`src/rtl/alu_exec_unit.sv`:
```
// Execute-stage ALU: registered single-cycle logic/arith ops plus an
// iterative shift-add multiplier with a ready/valid stall handshake.
module alu_exec_unit #(
    parameter  int WIDTH = 32,
    localparam int CNT_W = $clog2(WIDTH) + 1
) (
    input  logic             clk,
    input  logic             reset,
    input  logic             in_valid,
    output logic             in_ready,
    input  logic [2:0]       ALUcontrol,
    input  logic [WIDTH-1:0] srcA,
    input  logic [WIDTH-1:0] srcB,
    output logic             out_valid,
    output logic [WIDTH-1:0] ALUresult,
    output logic             zero
);

    localparam logic [2:0] OP_AND = 3'b000;
    localparam logic [2:0] OP_OR  = 3'b001;
    localparam logic [2:0] OP_SUB = 3'b100;
    localparam logic [2:0] OP_SLT = 3'b110;
    localparam logic [2:0] OP_MUL = 3'b101;

    typedef enum logic {
        IDLE = 1'b0,
        MUL  = 1'b1
    } state_e;

    state_e             state_q;
    logic [WIDTH-1:0]   mcand_q;
    logic [WIDTH-1:0]   mplier_q;
    logic [WIDTH-1:0]   acc_q;
    logic [CNT_W-1:0]   cnt_q;
    logic [WIDTH-1:0]   result_q;
    logic               zero_q;
    logic               out_valid_q;
    logic               in_ready_q;

    logic [WIDTH-1:0]   alu_d;
    logic [WIDTH-1:0]   acc_d;
    logic               slt_d;
    logic               accept;
    logic               last_iter;

    assign accept    = in_valid & in_ready_q;
    assign last_iter = (cnt_q == CNT_W'(WIDTH - 1));
    assign slt_d     = $signed(srcA) < $signed(srcB);
    assign acc_d     = acc_q + (mplier_q[0] ? mcand_q : '0);

    // Unused codes (011, 111) fall through to ADD.
    always_comb begin
        alu_d = srcA + srcB;
        case (ALUcontrol)
            OP_AND:  alu_d = srcA & srcB;
            OP_OR:   alu_d = srcA | srcB;
            OP_SUB:  alu_d = srcA - srcB;
            OP_SLT:  alu_d = {{(WIDTH-1){1'b0}}, slt_d};
            default: alu_d = srcA + srcB;
        endcase
    end

    always_ff @(posedge clk or posedge reset) begin
        if (reset) begin
            state_q     <= IDLE;
            mcand_q     <= '0;
            mplier_q    <= '0;
            acc_q       <= '0;
            cnt_q       <= '0;
            result_q    <= '0;
            zero_q      <= 1'b1;
            out_valid_q <= 1'b0;
            in_ready_q  <= 1'b1;
        end else begin
            out_valid_q <= 1'b0;
            case (state_q)
                IDLE: begin
                    if (accept) begin
                        if (ALUcontrol == OP_MUL) begin
                            mcand_q    <= srcA;
                            mplier_q   <= srcB;
                            acc_q      <= '0;
                            cnt_q      <= '0;
                            in_ready_q <= 1'b0;
                            state_q    <= MUL;
                        end else begin
                            result_q    <= alu_d;
                            zero_q      <= ~|alu_d;
                            out_valid_q <= 1'b1;
                        end
                    end
                end
                MUL: begin
                    acc_q    <= acc_d;
                    mcand_q  <= mcand_q << 1;
                    mplier_q <= mplier_q >> 1;
                    cnt_q    <= cnt_q + CNT_W'(1);
                    // Fixed WIDTH iterations; no early exit on zero multiplier.
                    if (last_iter) begin
                        result_q    <= acc_d;
                        zero_q      <= ~|acc_d;
                        out_valid_q <= 1'b1;
                        in_ready_q  <= 1'b1;
                        state_q     <= IDLE;
                    end
                end
                default: begin
                    state_q    <= IDLE;
                    in_ready_q <= 1'b1;
                end
            endcase
        end
    end

    assign in_ready  = in_ready_q;
    assign out_valid = out_valid_q;
    assign ALUresult = result_q;
    assign zero      = zero_q;

endmodule
```
`config.mk`:
```
export PLATFORM = sky130hd
export DESIGN_NAME = alu_exec_unit
export DESIGN_NICKNAME = d
export VERILOG_FILES = /design/src/rtl/alu_exec_unit.sv
export SDC_FILE = /design/constraint.sdc
export NUM_CORES = 1
export LEC_CHECK = 0
export ABC_CLOCK_PERIOD_IN_PS = 11500
export CELL_PAD_IN_SITES_DETAIL_PLACEMENT = 2
export CELL_PAD_IN_SITES_GLOBAL_PLACEMENT = 2
export CORE_ASPECT_RATIO = 0.5
export CORE_MARGIN = 2
export CORE_UTILIZATION = 38
export DETAILED_ROUTE_END_ITERATION = 7
export GPL_TIMING_DRIVEN = 0
export PLACE_DENSITY = 0.92
export REMOVE_ABC_BUFFERS = 1
export SLEW_MARGIN = 10
export SYNTH_ARGS = -nofsm -noshare
export SYNTH_HDL_FRONTEND = slang
export SYNTH_SLANG_ARGS = --single-unit
```
`constraint.sdc`:
```
create_clock -name clk -period 11.5 [get_ports clk]
set_input_delay 2.3 -clock clk [delete_from_list [all_inputs] [get_ports clk]]
set_output_delay 2.3 -clock clk [all_outputs]
set_load 0.01 [all_outputs]
```
==> results of run 1 <==
## worst min-delay path, stage by stage (launching register included)
cell and delay [ns]:
dfrtp_1 0.35, nand2_1 0.05, o21ai_0 0.06
## stage by stage
step	setup slack [ns]	cells	hold slack, ns	total power [mW]	utilization, %
after floorplan	4.84	1640	0.451	0.711	-
after global placement	1.22	2219	0.464	0.839	42.0
after detailed placement	4.38	2229	0.480	0.857	42.7
after CTS	4.63	2261	0.498	1.51	44.5
after global routing	4.17	2262	0.520	1.57	44.5
final	4.32	2262	0.496	1.54	44.5
## kinds of logic after synthesis
logic type	synth area share (%)
fa+ha+maj	12.6
flops	26.1
buf+inv	6.42
compound gates	29.5
mux	2.94
simple gates	20.1
xor+xnor	2.32
## sequential cells by signal, indices dropped and copies added (netlist names)
signal	cells
state_q	1
mcand_q	32
acc_q	32
ALUresult	32
out_valid	1
zero	1
in_ready	1
cnt_q	6
mplier_q	32
## metal layers
metal  routed length [µm]  track usage, %  vias up
met5                    0               0        -
met4                 4460            24.4        0
met3                 5250            8.86      342
met2                32400            63.2      847
met1                26600            44.3     7769
li1                     -               -     6290
## path summary, 6_finish.rpt
check,from,end,slack (ns)
hold reg to reg,mplier_q[31],mplier_q[30],0.50
setup reg to reg,mplier_q[0],zero,6.08
min in group asynchronous,reset,mcand_q[29],2.18
max in group asynchronous,reset,mplier_q[1],8.40
setup / recovery,srcA[5],ALUresult[26],4.32
hold / removal,mplier_q[31],mplier_q[30],0.50
## power by group
group          switching, mW  leakage (nW)  internal, mW  total, mW
combinational          0.280          4.48         0.128      0.408
sequential                 0          1.42         0.485      0.485
clock                  0.313         0.304         0.334      0.647
## cell usage in the layout, fill, tap and decap left out, drive strengths merged, types with 10 or more instances in the layout
master,n
dfrtp,136
nor4,11
buf,12
a21oi,185
xnor2,22
a211o,14
a21o,18
clkdlybuf4s50,102
xor2,13
nand2,208
nor3,23
nand4,15
nand3,26
o21a,19
clkbuf,17
o21ai,155
o21bai,13
a31oi,14
o31ai,17
o211ai,23
nor2b,17
and2,39
nor2,176
mux2i,31
inv,122
o221ai,11
a211oi,22
nand2b,22
ha,128
and3,10
o22ai,13
## synth_stat cells, drive strengths merged (14+ instances only)
| cell type | count |
|---|---|
| nand2 | 208 |
| a21oi | 185 |
| nor2 | 176 |
| o21ai | 155 |
| dfrtp | 136 |
| ha | 128 |
| inv | 113 |
| clkbuf | 98 |
| and2 | 39 |
| mux2i | 31 |
| nand3 | 26 |
| nor3 | 23 |
| o211ai | 23 |
| a211oi | 22 |
| nand2b | 22 |
| xnor2 | 22 |
| o21a | 19 |
| a21o | 18 |
| nor2b | 17 |
| o31ai | 17 |
| nand4 | 15 |
| a211o | 14 |
| a31oi | 14 |
## area by class of cell
class / instances / area (µm²) / area share [%]
multi-input combinational: 1389 / 8950 / 58.5
sequential: 138 / 3460 / 22.6
timing repair buffer: 114 / 1230 / 8.04
tap: 475 / 594 / 3.89
inverter: 113 / 432 / 2.82
clock buffer: 17 / 425 / 2.78
clock inverter: 15 / 200 / 1.31
antenna: 1 / 2.50 / 0.0164
==> run metrics, run 1 <==
status completed; Worst VDD drop 0.0000669 V; Crit path arrival time 7.52 ns; die footprint 36400 µm²; ys flop type dfrtp_1; initial antenna violation count 2; Area Growth Syn to Fin 15.7%; Die H around 140 µm; Placement Cell Area 14700 µm²; share of layout cells above drive strength 1 4.76%; filler instances 3822; cells on worst reg2reg path 14; drt total wl 68700 µm; CTS tree yes; GRT Util Overall 37.9%; Remaining DRCs 0; design area between 15000 and 20000 µm²; TritonCTS buffer count 17; Via density 6.74; Synth area leaders dfrtp_1 (26%), ha_1 (12%), a21oi_1 (7.0%); Crit-path slowest cell a221oi_1; sequential share of the synthesized area 26.1%; grt ovf 0; crit path buf inv count 2; cts repair resizes 0; worst skew pair latency 0.49 ns; critical path depth 13; register bit total from synthesis 138; first-pass GRT wire length 105000 µm; Syn Area/Cell ~7.6 µm²; critical path launch point type input pin; Post-CTS Setup Bufs 0; cell count after synthesis between 1.5k and 2k; CP max stage delay 0.93 ns; Final #Nets 1974; Post-synth EDFFs 0; class of the worst hold path register to register; row cnt between 40 and 50; CP max FO 10; Slew Viols, Final 0; initial DRC count between 1.5k and 2k; Fin. Hold Viols 0; Pre-antenna DRT Iters 5; Crit path required time 11.84 ns; initial core utilization approximately two fifths; Setup crit end kind register; Post-Syn Area 13200 µm²; Static Leak 6.20 nW; Synth area leader dfrtp_1; I/O pin cnt 105; warnings from Yosys 0; hpwl dp about 42000 µm; clk sink count roughly 140; max_cap viols 0; vias in the first global route 16.8k; final setup fails 0; top cell type's share of synthesized area 25.8%; async set-reset flop share out of synthesis 100%; H-Tree Depth 4; core area approximately 34000 µm²; clk root buf clkbuf_16; Worst Max-Slew Pin Slew 1.31 ns; Setup TNS 0 ns; ANT nets after route 0; fin crit share 62.4%; largest net degree at the start of global routing 104; Hold Path Cell Cnt 2; clk_skew 0.0141 ns; Slew HR 12.5%; Final min period roughly 7 ns; Hold Buf Count CTS 0; WS Path Type input pin to register; via count 15.2k; RePlAce Congestion around 0.94; Die W 268 µm; sequence of cells on the critical path clkdlybuf4s50_1 -> inv_1 -> ha_1 -> and3_1 -> a221oi_1 -> nor4_1 -> a211oi_1 -> o21ai_1 -> xor2_1 -> a221oi_1 -> o21ai_0 -> o21ai_0 -> a21oi_1; Buffers on Ports about 100; CP delay by family, top compound AO/OA/AOI/OAI gates; Highest Clock Rate 139 MHz; Max Root-Sink Buffers 2; Worst-path clk slew about 0.08 ns; PD cells around 100 nW/µm²; Cell variety after synth 79; RSZ-0062 raised after global routing no; WL per Instance ~30 µm
Power figures use the tool's default switching activity.
==> inputs of run 2 (changes only) <==
--- a/config.mk
+++ b/config.mk
@@ -5,15 +5,15 @@
 export SDC_FILE = /design/constraint.sdc
 export NUM_CORES = 1
 export LEC_CHECK = 0
-export ABC_CLOCK_PERIOD_IN_PS = 11500
+export ABC_CLOCK_PERIOD_IN_PS = 7400
 export CELL_PAD_IN_SITES_DETAIL_PLACEMENT = 2
 export CELL_PAD_IN_SITES_GLOBAL_PLACEMENT = 2
 export CORE_ASPECT_RATIO = 0.5
 export CORE_MARGIN = 2
-export CORE_UTILIZATION = 38
+export CORE_UTILIZATION = 35
 export DETAILED_ROUTE_END_ITERATION = 7
 export GPL_TIMING_DRIVEN = 0
-export PLACE_DENSITY = 0.92
+export PLACE_DENSITY = 0.86
 export REMOVE_ABC_BUFFERS = 1
 export SLEW_MARGIN = 10
 export SYNTH_ARGS = -nofsm -noshare
==> constraint.sdc (replaced) <==
create_clock -name clk -period 7.4 [get_ports clk]
set_input_delay 1.48 -clock clk [delete_from_list [all_inputs] [get_ports clk]]
set_output_delay 1.48 -clock clk [all_outputs]
set_load 0.01 [all_outputs]
==> run 2 against run 1 <==
  * Critical path depth grew 1
  * Clock skew down 0.0034 ns
  * Highest routed layer unchanged
  * Register-to-register slack lost 3.7 ns
  * Total power up 48%
  * Sequential power grew 55%
  * Clock power grew 43%
  * Final area about the same
  * Die area grew 8.4%
  * First-iteration DRC count decreased by 32%
  * Global-route usage shrank 9.3 points
  * Core utilization decreased by 3.5 points
==> run metrics, run 2 (synthesis results as in run 1) <==
TritonCTS buffer count 17 (unchanged); drt total wl 56500 µm (was 68700 µm); Final min period 6.51 ns; clk sink count 138 (unchanged); Final #Nets 1975 (was 1974); sequence of cells on the critical path clkdlybuf4s50_1 -> inv_1 -> ha_1 -> inv_1 -> a2111oi_0 -> a211oi_1 -> a21o_1 -> a2111oi_0 -> o41a_1 -> a21oi_1 -> xnor2_1 -> a221oi_1 -> o211ai_1 -> o21a_1 (was clkdlybuf4s50_1 -> inv_1 -> ha_1 -> and3_1 -> a221oi_1 -> nor4_1 -> a211oi_1 -> o21ai_1 -> xor2_1 -> a221oi_1 -> o21ai_0 -> o21ai_0 -> a21oi_1); core area 37300 µm² (was 34400 µm²); commonest non-fill, non-tap cell in the layout nand2_1 (unchanged); cts repair resizes 0 (unchanged); critical path launch point type input pin (unchanged); H-Tree Depth 4 (unchanged); Post-CTS Setup Bufs 0 (unchanged); RePlAce Congestion 0.927 (was 0.942); CP max FO 10 (unchanged); hpwl dp 40300 µm (was 42200 µm); vias in the first global route 15.3k (was 16.8k); ANT nets after route 0 (unchanged); Area Growth Syn to Fin 15.7% (about the same); Pre-antenna DRT Iters 5 (unchanged); CP max stage delay 1.06 ns (was 0.93 ns); initial core utilization 35.4% (was 38.5%); Die H 141 µm (was 136 µm); I/O pin cnt 105 (unchanged); Worst VDD drop 0.000141 V (was 0.0000669 V); die footprint 39400 µm² (was 36400 µm²); row cnt 50 (was 48); Via density 6.16 (was 6.74); initial DRC count 1068 (was 1564); via count 14.0k (was 15.2k); Setup TNS 0 ns (unchanged); Crit-path slowest cell a2111oi_0 (was a221oi_1); grt ovf 0 (unchanged); final setup fails 0 (unchanged); clk root buf clkbuf_16 (unchanged); Highest Clock Rate roughly 150 MHz; Crit path required time 7.76 ns (was 11.84 ns); Worst-path clk slew 0.07 ns (was 0.08 ns); WL per Instance 24.8 µm (was 30.4 µm); first-pass GRT wire length 88400 µm (was 105000 µm); class of the worst hold path register to register (unchanged); crit path buf inv count 3 (was 2); largest net degree at the start of global routing 101 (was 104); ANT cells 0 (was 1); GRT Util Overall 28.7% (was 37.9%); clk_skew 0.0108 ns (was 0.0141 ns); Pwr Total 2.27 mW (was 1.54 mW); Setup crit end kind register (unchanged); CP delay by family, top compound AO/OA/AOI/OAI gates (unchanged); Static Leak 6.19 nW (was 6.20 nW); Fin. Hold Viols 0 (unchanged); Die W 279 µm (was 268 µm); Hold Buf Count CTS 0 (unchanged); Crit path arrival time 6.86 ns (was 7.52 ns); Worst Max-Slew Pin Slew 1.20 ns (was 1.31 ns); WS Path Type input pin to register (unchanged); share of layout cells above drive strength 1 4.70% (was 4.76%); status completed (unchanged); RSZ-0062 raised after global routing no (unchanged); Remaining DRCs 0 (unchanged); initial antenna violation count 0 (was 2); Slew Viols, Final 0 (unchanged); PD cells 149 nW/µm² (was 101 nW/µm²); max_cap viols 0 (unchanged); CTS tree yes (unchanged); Slew HR 17.6% (was 12.5%); Max Root-Sink Buffers 2 (unchanged); Buffers on Ports 104 (unchanged); worst skew pair latency 0.47 ns (was 0.49 ns); fin crit share 87.9%; most frequent cells in the layout nand2_1 (208), a21oi_1 (185), nor2_1 (175) (unchanged)
[run 2: final timing paths]
| check | from | to | slack, ns | cells past startpoint |
|---|---|---|---|---|
| worst min register to register | ALUresult[21] | ALUresult[21] | 0.49 | 2 |
| worst max register to register | mplier_q[0] | zero | 2.39 | 14 |
| max in group asynchronous | reset | mcand_q[15] | 5.10 | 3 |
| worst max-delay path | srcA[5] | ALUresult[30] | 0.89 | 14 |
| worst min-delay path | ALUresult[21] | ALUresult[21] | 0.49 | 2 |
| min in group asynchronous | reset | cnt_q[3] | 1.38 | 2 |
[run 2: layer usage]
| metal | track usage, % | share of wire [%] |
|---|---|---|
| met1 | 36.6 | 44 |
| met2 | 49.6 | 48 |
| met3 | 3.41 | 4.6 |
| met4 | 11.5 | 3.6 |
| met5 | 0 | 0 |
[run 2: stage by stage]
step / setup slack, ns / area [µm²] / instances / hold slack (ns) / utilization (%)
after global routing: 0.849 / 15300 / 2281 / 0.518 / 41.0
final: 0.895 / 15300 / 2281 / 0.493 / 41.0
after global placement: -2.85 / 14500 / 2238 / 0.463 / 38.8
after floorplan: 0.735 / 12800 / 1640 / 0.451 / -
after CTS: 1.06 / 15300 / 2281 / 0.498 / 41.0
after detailed placement: 0.908 / 14700 / 2249 / 0.473 / 39.4
[run 2: layout make-up]
cell class	instances	area (µm²)
fillers	4319	22000
multi-input cells	1389	8950
flip-flops and latches	138	3460
repair buffers	115	1240
well taps	494	618
clock buffers	20	447
inverters	113	432
clock inverters	12	141
[run 2: worst register-to-register path: stages, from the launching register on]
cell and delay [ns]:
dfrtp_1 0.78, and2_1 0.38, ha_1 0.21, fa_1 0.46
a211oi_2 0.24, o21bai_1 0.22, and3_1 0.31, o31ai_4 0.44
xnor2_1 0.19, or4b_1 0.57, or4_1 0.53, nor4_2 0.20
nand4b_1 0.13, a2bb2oi_1 0.15, o21ai_1 0.11
[run 2: power by group]
group	switching (mW)	internal, mW	total [mW]
Sequential	0	0.754	0.754
Combinational	0.392	0.198	0.590
Clock	0.417	0.511	0.927
